## src/rtl/register_bank.sv

```systemverilog
// Bank of 2**ADDR_W registers with one write port and two registered read ports.
// Also provides per-entry written flags, optional write-to-read bypass and a one-entry-per-cycle clear sweep.
module register_bank #(
  parameter int unsigned WIDTH  = 16,
  parameter int unsigned ADDR_W = 3,
  parameter bit          BYPASS = 1'b1
) (
  input  logic              clk,
  input  logic              reset,
  input  logic              we,
  input  logic [ADDR_W-1:0] waddr,
  input  logic [WIDTH-1:0]  wdata,
  input  logic [ADDR_W-1:0] raddr_a,
  output logic [WIDTH-1:0]  rdata_a,
  output logic              valid_a,
  input  logic [ADDR_W-1:0] raddr_b,
  output logic [WIDTH-1:0]  rdata_b,
  output logic              valid_b,
  input  logic              clear,
  output logic              busy,
  output logic              clear_done,
  output logic              wr_drop
);

  localparam int unsigned DEPTH = 2 ** ADDR_W;

  typedef enum logic {S_IDLE, S_CLEAR} state_t;

  state_t            r_state;
  state_t            w_state_nxt;
  logic [ADDR_W-1:0] r_index;
  logic [WIDTH-1:0]  r_mem [DEPTH];
  logic [DEPTH-1:0]  r_flag;
  logic [WIDTH-1:0]  r_rdata_a;
  logic [WIDTH-1:0]  r_rdata_b;
  logic              r_valid_a;
  logic              r_valid_b;
  logic              r_done;
  logic              r_drop;

  logic              w_wen;
  logic [ADDR_W-1:0] w_waddr;
  logic [WIDTH-1:0]  w_wdata;
  logic              w_wflag;
  logic              w_last;
  logic [WIDTH-1:0]  w_rd_a;
  logic [WIDTH-1:0]  w_rd_b;
  logic              w_vd_a;
  logic              w_vd_b;

  // The sweep shares the single write path, so bypass sees it as an ordinary write of zero.
  always_comb begin
    w_state_nxt = r_state;
    w_wen       = 1'b0;
    w_waddr     = waddr;
    w_wdata     = wdata;
    w_wflag     = 1'b1;
    w_last      = 1'b0;
    case (r_state)
      S_IDLE: begin
        w_wen = we;
        if (clear) w_state_nxt = S_CLEAR;
      end
      S_CLEAR: begin
        w_wen   = 1'b1;
        w_waddr = r_index;
        w_wdata = '0;
        w_wflag = 1'b0;
        if (r_index == '1) begin
          w_last      = 1'b1;
          w_state_nxt = S_IDLE;
        end
      end
      default: w_state_nxt = S_IDLE;
    endcase
  end

  always_comb begin
    w_rd_a = r_mem[raddr_a];
    w_vd_a = r_flag[raddr_a];
    w_rd_b = r_mem[raddr_b];
    w_vd_b = r_flag[raddr_b];
    if (BYPASS && w_wen && (w_waddr == raddr_a)) begin
      w_rd_a = w_wdata;
      w_vd_a = w_wflag;
    end
    if (BYPASS && w_wen && (w_waddr == raddr_b)) begin
      w_rd_b = w_wdata;
      w_vd_b = w_wflag;
    end
  end

  always_ff @(posedge clk) begin
    if (reset) begin
      r_state <= S_IDLE;
      r_index <= '0;
      for (int unsigned i = 0; i < DEPTH; i++) r_mem[i] <= '0;
      r_flag    <= '0;
      r_rdata_a <= '0;
      r_rdata_b <= '0;
      r_valid_a <= 1'b0;
      r_valid_b <= 1'b0;
      r_done    <= 1'b0;
      r_drop    <= 1'b0;
    end else begin
      r_state <= w_state_nxt;
      r_index <= (r_state == S_CLEAR) ? r_index + 1'b1 : '0;
      if (w_wen) begin
        r_mem[w_waddr]  <= w_wdata;
        r_flag[w_waddr] <= w_wflag;
      end
      r_rdata_a <= w_rd_a;
      r_rdata_b <= w_rd_b;
      r_valid_a <= w_vd_a;
      r_valid_b <= w_vd_b;
      r_done    <= w_last;
      r_drop    <= (r_state == S_CLEAR) && we;
    end
  end

  assign rdata_a    = r_rdata_a;
  assign rdata_b    = r_rdata_b;
  assign valid_a    = r_valid_a;
  assign valid_b    = r_valid_b;
  assign busy       = (r_state == S_CLEAR);
  assign clear_done = r_done;
  assign wr_drop    = r_drop;

endmodule

```

## config.mk

```make
export PLATFORM = sky130hd
export DESIGN_NAME = register_bank
export DESIGN_NICKNAME = d
export VERILOG_FILES = /design/src/rtl/register_bank.sv
export SDC_FILE = /design/constraint.sdc
export NUM_CORES = 1
export LEC_CHECK = 0
export CAP_MARGIN = 10
export CORE_MARGIN = 1
export CORE_UTILIZATION = 36
export DETAILED_ROUTE_END_ITERATION = 10
export GPL_ROUTABILITY_DRIVEN = 1
export PLACE_DENSITY = 0.56
export SYNTH_ARGS = -nofsm -noshare
export SYNTH_HDL_FRONTEND = slang
export SYNTH_SLANG_ARGS = --single-unit
```

## constraint.sdc

```tcl
create_clock -name clk -period 6.9 [get_ports clk]
set_input_delay 1.38 -clock clk [delete_from_list [all_inputs] [get_ports clk]]
set_output_delay 1.38 -clock clk [all_outputs]
set_load 0.005 [all_outputs]
```

# After elaboration in Yosys (flattened, before gate mapping)
# Memories as Yosys holds them, arrays and structs flattened. A register that Yosys moved wholly into a read port is not among the register bits.
# Index checks and enable logic that the tools add are counted.
# word_totals
ram_bits	128
n_memories	1
in_bits	29
register_bits	16
# mem_list
memory	depth	word_bits	read_ports	rd_clocked_by_memory_dff	wr	line	source
r_mem	8	16	2	2	8	32	logic [WIDTH-1:0] r_mem [DEPTH];
# classes
n_bitwise	1
mux	25
n_eq_ne	3
reduce_logical	6
magnitude_cmp	4
n_addsub	1
# ops
cell	count
16-bit 2-to-1 mux	2
16-bit OR reduction	1
1-bit 2-to-1 mux	15
3-bit by 4-bit less-than comparator with 1-bit output, second input constant	3
8-bit bitwise mux	1
1-bit binary-select mux with 3-bit select	2
3-bit equality test	2
3-bit 2-to-1 mux	2
1-bit logical AND	4
1-bit one-hot mux with 2 select lines	2
3-bit by 1-bit adder with 3-bit output, second input constant	1
1-bit demux with 3-bit select	1
3-bit equality test, second input constant	1
3-bit by 1-bit greater-or-equal comparator with 1-bit output, second input constant	1
2-bit OR reduction	1
1-bit NOT	1

# Depth between registers and ports, before layout
# Gate-level depths: netlist of the first run.
# logic_depth
word_depth	7
ltp_mapped	7
ltp_nobuf	5

# Worst setup path after synthesis of the first run
# Ideal clock, no wire load.
# synth_timing
kind	input -> register
start	input we
end	memory r_mem[0][0] (enable)
required_ns	6.506
path_slack_ns	3.750
t_arrival_ns	2.756
setup_ns	0.394
cell_stages	4
n_path_buf	1
path_cell_list	buf_2 nor2b_1 a22oi_1 o21bai_1
# synth_lines
item	line	source
from (decl)	10	input logic we,
to (decl)	32	

==> results of run 1 <==
==> cells in the mapped netlist, drive strengths merged, types with 6 or more instances <==
cell type / n / area (µm²)
and2: 133 / 832
edfxtp: 128 / 3840
mux2i: 70 / 717
dfxtp: 48 / 961
mux4: 44 / 991
clkbuf: 24 / 90.1
buf: 22 / 153
mux2: 21 / 236
nor2: 19 / 71.3
nand2b: 13 / 81.3
a221oi: 12 / 105
a31oi: 12 / 75.1
o21ai: 12 / 60.1
o221ai: 12 / 105
nor2b: 11 / 68.8
inv: 10 / 37.5
nand2: 7 / 26.3
nand4: 7 / 65.1
o22ai: 7 / 43.8
a21o: 6 / 46.3
a21oi: 6 / 30.0
xnor2: 6 / 52.6
==> metal layers <==
metal  up-vias  global-route usage (%)  share of wire, %
met5         -                       0                 0
met1      2996                    24.1                42
met4         0                    7.56               2.6
met3        44                    3.49               3.9
li1       2596                       -                 -
met2       189                    35.4                52
==> worst reg2reg max path: cells and delay by family (launching register included) <==
kind | cells | cell delay [ps]
mux | 2 | 880
buf+inv | 1 | 480
xor+xnor | 1 | 440
simple gates | 1 | 700
flops | 1 | 470
==> logic make-up (layout without fill, tap and decap cells) <==
| family | Yosys count | in the layout | synth area share (%) |
|---|---|---|---|
| compound gates | 82 | 82 | 6.65 |
| simple gates | 194 | 194 | 13.1 |
| buf+inv | 56 | 122 | 3.14 |
| mux | 135 | 135 | 21.8 |
| xor+xnor | 10 | 10 | 1.15 |
| flops | 176 | 176 | 53.9 |
| fa+ha+maj | 2 | 2 | 0.280 |
==> worst max-delay path by stage <==
| stage | endpoint | cells after the start | from |
|---|---|---|---|
| 2_1_floorplan | r_mem[0][0] | 4 | we |
| 3_3_place_gp | rdata_a[9] | 5 | raddr_a[2] |
| 3_5_place_dp | rdata_b[1] | 5 | raddr_b[2] |
| 4_1_cts | rdata_b[1] | 5 | raddr_b[2] |
| 5_1_grt | rdata_b[1] | 5 | raddr_b[2] |
| 6_report | rdata_a[6] | 5 | raddr_a[2] |
==> sequential cells by signal, summed over array words and instances (netlist names) <==
signal / flops
r_mem: 128
rdata_a: 16
rdata_b: 16
r_flag: 8
r_index: 3
busy: 1
clear_done: 1
valid_a: 1
valid_b: 1
wr_drop: 1
==> area by class of cell <==
| type | count | share of cell area (%) |
|---|---|---|
| flip-flops and latches | 176 | 46.0 |
| multi-input cells | 423 | 37.0 |
| repair buffers | 80 | 7.21 |
| clock buffers | 21 | 4.60 |
| well taps | 324 | 3.88 |
| clock inverters | 11 | 0.994 |
| inverters | 10 | 0.359 |
==> cell usage in the layout, fill, tap and decap left out, types with 10 or more instances in the layout <==
cell type        Yosys  routed
o21ai_0             12      12
mux4_2              44      44
a31oi_1             12      12
and2_1             133     133
nor2_1              19      16
mux2_2              21      21
mux2i_1             68      68
inv_1               10      10
clkdlybuf4s50_1      0      63
nand2b_1            13      13
dfxtp_1             48      48
a221oi_1            12      12
buf_4                4      15
edfxtp_1           128     128
nor2b_1             11      11
o221ai_1            12      12
clkbuf_16            0      17
==> power groups by stage <==
| stage | Combinational (mW) | Clock [mW] | Sequential (mW) |
|---|---|---|---|
| after floorplan | 0.190 | 0 | 1.24 |
| after global placement | 0.316 | 0 | 1.25 |
| after detailed placement | 0.322 | 0 | 1.25 |
| after CTS | 0.322 | 0.968 | 1.23 |
| after global routing | 0.342 | 1.01 | 1.24 |
| final | 0.320 | 0.958 | 1.23 |
==> through the flow <==
stage / setup WS, ps / instance area [µm²] / total power, mW / utilization (%)
after global routing: 3040 / 10400 / 2.59 / 43.0
after floorplan: 3750 / 8920 / 1.43 / -
after global placement: 2810 / 9850 / 1.56 / 40.5
after detailed placement: 2700 / 9860 / 1.57 / 40.6
after CTS: 3150 / 10400 / 2.52 / 43.0
final: 3170 / 10400 / 2.51 / 43.0
==> results.json, run 1 <==
{
  "grtUsageTotal_pct": 20.0,
  "fp.coreArea_mm2": 0.0243,
  "synth_seq_cells": 176,
  "grt_start_max_net_pins": 43,
  "cp_slowest_cell": "clkdlybuf4s50_1",
  "vias": 5825,
  "holdPathStages": 2,
  "synth-async-reset-ratio_pct": 0,
  "die_w_um": 159,
  "critical_path_class": "input pin to flop",
  "drive_gt1_share_pct": 17.5,
  "run_status": "completed",
  "cts_hold_buf": 0,
  "die_h_um": 159,
  "multiInputGateArea_mm2": 0.00386,
  "wl_per_cell_um": 23.7,
  "cp_max_fo": 18,
  "grt_pass1_wl_mm": 37.1,
  "grt_antenna_before_repair": 0,
  "cts_tree": "done",
  "grt_overflow": 0,
  "fill_cells": 2178,
  "power.switching_uw": 621,
  "max_slew_margin_pct": 17.7,
  "diodes": 0,
  "fp-row-count": 57,
  "fin_cells": 1045,
  "regToRegSetupSlack_ps": 3840,
  "p_leak_nw": 3.96,
  "synth_fp_nets": 686,
  "clk_pin_slew_worst_paths_ps": 70,
  "crit_arrival_ps": 4050,
  "cts_buffers": 17,
  "min-delay-start": "r_flag[7]",
  "final-hold-violation-count": 0,
  "drtPass1Iterations": 5,
  "period_share_pct": 54.1,
  "ys.flop_type": "edfxtp_1",
  "worst_hold_path.endpoint": "r_flag[7]",
  "syn_area_per_cell_um2": 13.6,
  "p_int_mw": 1.89,
  "post-place-cells": 1013,
  "routed_via_density": 5.57,
  "regArea_mm2": 0.00480,
  "io_buffers": 65,
  "final-setup-viol-count": 0,
  "clkPwrFrac_pct": 38.2,
  "grt_pass1_vias": 6096,
  "path_cells": "clkdlybuf4s50_1, buf_4, xnor2_1, nand4_4, mux2_2",
  "crit_buf_inv": 2,
  "area_growth_pct": 17.1,
  "cts_max_path_buffers": 2,
  "skew_ps": 8.96,
  "worst_pin_slew_ps": 1230,
  "holdWs_ps": 483,
  "peakVddDrop_v": 0.000163,
  "yosys_warnings": 0,
  "cts-htree-levels": 4,
  "slowest_delay_ps": 820,
  "reg2reg_to": "rdata_b[1]",
  "drt_drc_violations_left": 0,
  "seq_area_frac_synth_pct": 53.9,
  "pin_count": 66,
  "routed_wl_mm": 24.8,
  "rsz0062_at_grt": "no",
  "fin_nets": 739,
  "die_area_mm2": 0.0254,
  "pwr-share-comb_pct": 12.8,
  "root_buffer": "clkbuf_16",
  "power_density_mw_per_mm2": 240,
  "start_util_pct": 36.7,
  "period_minus_slack_ps": 3730,
  "synth_cell_types": 44,
  "hold_class": "flop to flop",
  "finalSetupTns_ps": 0,
  "gp_congestion": 0.852,
  "cp.required_ps": 7210,
  "postCtsSetupBuffers": 0,
  "dp_hpwl_mm": 15.5,
  "first_iter_violations": 461,
  "critical_path.endpoint_type": "flop",
  "insertion_delay_ps": 430,
  "cts_sinks": 176,
  "syn_inst": 655,
  "p_seq_share_pct": 49.1,
  "netlist_area_mm2": 0.00892,
  "cts_resized": 0,
  "critPathTopFamily": "buffers and inverters",
  "synth_edf_count": 128,
  "worstRegToRegCells": 5,
  "critPathLaunchType": "input pin",
  "final_antenna_net_count": 0,
  "maxCapViolations": 0,
  "swShare_pct": 24.8,
  "r2r_start": "busy",
  "max_freq_ghz": 0.268,
  "slew_viol_final": 0
}
(Power assumes the default switching activity.)
==> run 2: changes to the inputs <==
Clock period 6.9 ns to 3.74 ns, I/O delays scaled along.
==> run 2 against run 1 <==
Core utilization rose by 0.59 points. Hold slack gained 4.6 ps. Clock power increased by 91%. Largest cell class unchanged. Global-route usage about the same. Largest power group unchanged. Via count rose by 1.1%. Sequential power up 84%. Sequential cell count unchanged. Clock-buffer cell count down 4. Die area is the same. Power rose by 87%. Critical endpoint is now r_mem[5][1].
==> results.json, run 2 (synthesis gave the netlist of run 1 again) <==
{
  "routed_via_density": 5.56,
  "holdPathStages": 2,
  "pwr-share-comb_pct": 12.9,
  "path_cells": "clkdlybuf4s50_1, buf_4, nand2_1, o32a_1, nor2_1, and2_1",
  "cp_slowest_cell": "nor2_1",
  "worst_hold_path.endpoint": "r_flag[7]",
  "vias": 5890,
  "grt.met1_usage_pct": 24.4,
  "max_slew_margin_pct": 26.8,
  "dp_hpwl_mm": 15.4,
  "regToRegSetupSlack_ps": 1300,
  "final_common_cell": "and2_1",
  "grt_overflow": 0,
  "final_area_mm2": 0.0106,
  "grt_pass1_wl_mm": 37.5,
  "grt-busiest-layer": "met2",
  "area_growth_pct": 18.7,
  "critical_path.endpoint_type": "flop",
  "grt_start_max_net_pins": 48,
  "power_mw": 4.70,
  "max_freq_ghz": 0.378,
  "dp_slack_ps": 636,
  "grt_pass1_vias": 6243,
  "fin_nets": 754,
  "power.switching_mw": 1.19,
  "io_buffers": 65,
  "critPathLaunchType": "input pin",
  "die_w_um": 159,
  "reg2reg_to": "rdata_a[15]",
  "cts-htree-levels": 4,
  "largest_reg_flops": 128,
  "p_int_mw": 3.50,
  "place_area_mm2": 0.00999,
  "fp.coreArea_mm2": 0.0243,
  "cts_buffers": 17,
  "grtUsageTotal_pct": 20.0,
  "holdWs_ps": 488,
  "cp_max_fo": 16,
  "final_antenna_net_count": 0,
  "wl_per_cell_um": 23.0,
  "fill_cells": 2198,
  "period_share_pct": 70.7,
  "diodes": 0,
  "clk_pin_slew_worst_paths_ps": 70,
  "fp-row-count": 57,
  "slowest_delay_ps": 860,
  "rsz0062_at_grt": "no",
  "swShare_pct": 25.4,
  "cts_max_path_buffers": 2,
  "final-setup-viol-count": 0,
  "finalSetupTns_ps": 0,
  "period_minus_slack_ps": 2650,
  "routed_wl_mm": 24.4,
  "p_seq_share_pct": 48.2,
  "setup_slack_ps": 1090,
  "insertion_delay_ps": 430,
  "hold_class": "flop to flop",
  "r2r_start": "busy",
  "grt_antenna_before_repair": 0,
  "skew_ps": 7.96,
  "final_cell_mix": "133 x and2_1, 128 x edfxtp_1, 68 x mux2i_1",
  "die_h_um": 159,
  "min-delay-start": "r_flag[7]",
  "cp.required_ps": 4040,
  "worstRegToRegCells": 5,
  "cts_hold_buf": 0,
  "drtPass1Iterations": 5,
  "maxCapViolations": 0,
  "cts_tree": "done",
  "fin_cells": 1060,
  "postLayoutCoreUtil_pct": 43.5,
  "use_met2_pct": 34.7,
  "clkPwrFrac_pct": 38.9,
  "root_buffer": "clkbuf_16",
  "worst_pin_slew_ps": 1090,
  "critical_path_class": "input pin to flop",
  "cts_resized": 0,
  "run_status": "completed",
  "regMostFlops": "r_mem",
  "gp_congestion": 0.794,
  "die_area_mm2": 0.0254,
  "drive_gt1_share_pct": 18.6,
  "pin_count": 66,
  "drt_drc_violations_left": 0,
  "slew_viol_final": 0,
  "start_util_pct": 36.7,
  "crit_arrival_ps": 2950,
  "cts_sinks": 176,
  "first_iter_violations": 448,
  "p_leak_nw": 4.05,
  "final-hold-violation-count": 0,
  "power_density_mw_per_mm2": 444,
  "grt_use_met3_pct": 3.72,
  "post-place-cells": 1027,
  "postCtsSetupBuffers": 0,
  "peakVddDrop_v": 0.000179
}
[run 2: how the worst max path moves through the flow]
stage | startpoint | end | slack (ps) | cells after the start
after global routing | we | r_mem[5][1] | 950 | 6
after global placement | we | r_mem[5][8] | 730 | 6
final | we | r_mem[5][1] | 1090 | 6
after CTS | we | r_mem[5][1] | 1090 | 6
after detailed placement | we | r_mem[5][4] | 640 | 6
after floorplan | we | r_mem[0][0] | 1220 | 4
[run 2: power by group through the flow]
stage / combinational, mW / clock [mW] / sequential, mW
final: 0.606 / 1.83 / 2.26
after global routing: 0.649 / 1.93 / 2.28
after CTS: 0.610 / 1.86 / 2.26
after detailed placement: 0.608 / 0 / 2.31
after global placement: 0.599 / 0 / 2.30
after floorplan: 0.350 / 0 / 2.29
[run 2: final cells by class]
type                    count  area [µm²]  area share [%]
flip-flops and latches    176        4800            45.4
clock buffers              17         425            4.02
clock inverters            15         169            1.59
inverters                  10        37.5           0.354
multi-input cells         423        3840            36.3
repair buffers             95         903            8.53
well taps                 324         405            3.83
[run 2: worst max-delay path, delay by kind of cell]
kind / cells / cell delay [ps]
and+or+nand+nor: 3 / 1180
buffers and inverters: 2 / 640
AOI/OAI and AO/OA: 1 / 370
[run 2: per-layer routing]
metal	vias to the layer above	part of all wire (%)
li1	2621	-
met1	3018	41
met2	207	51
met3	44	5.6
met4	0	2.2
met5	-	0
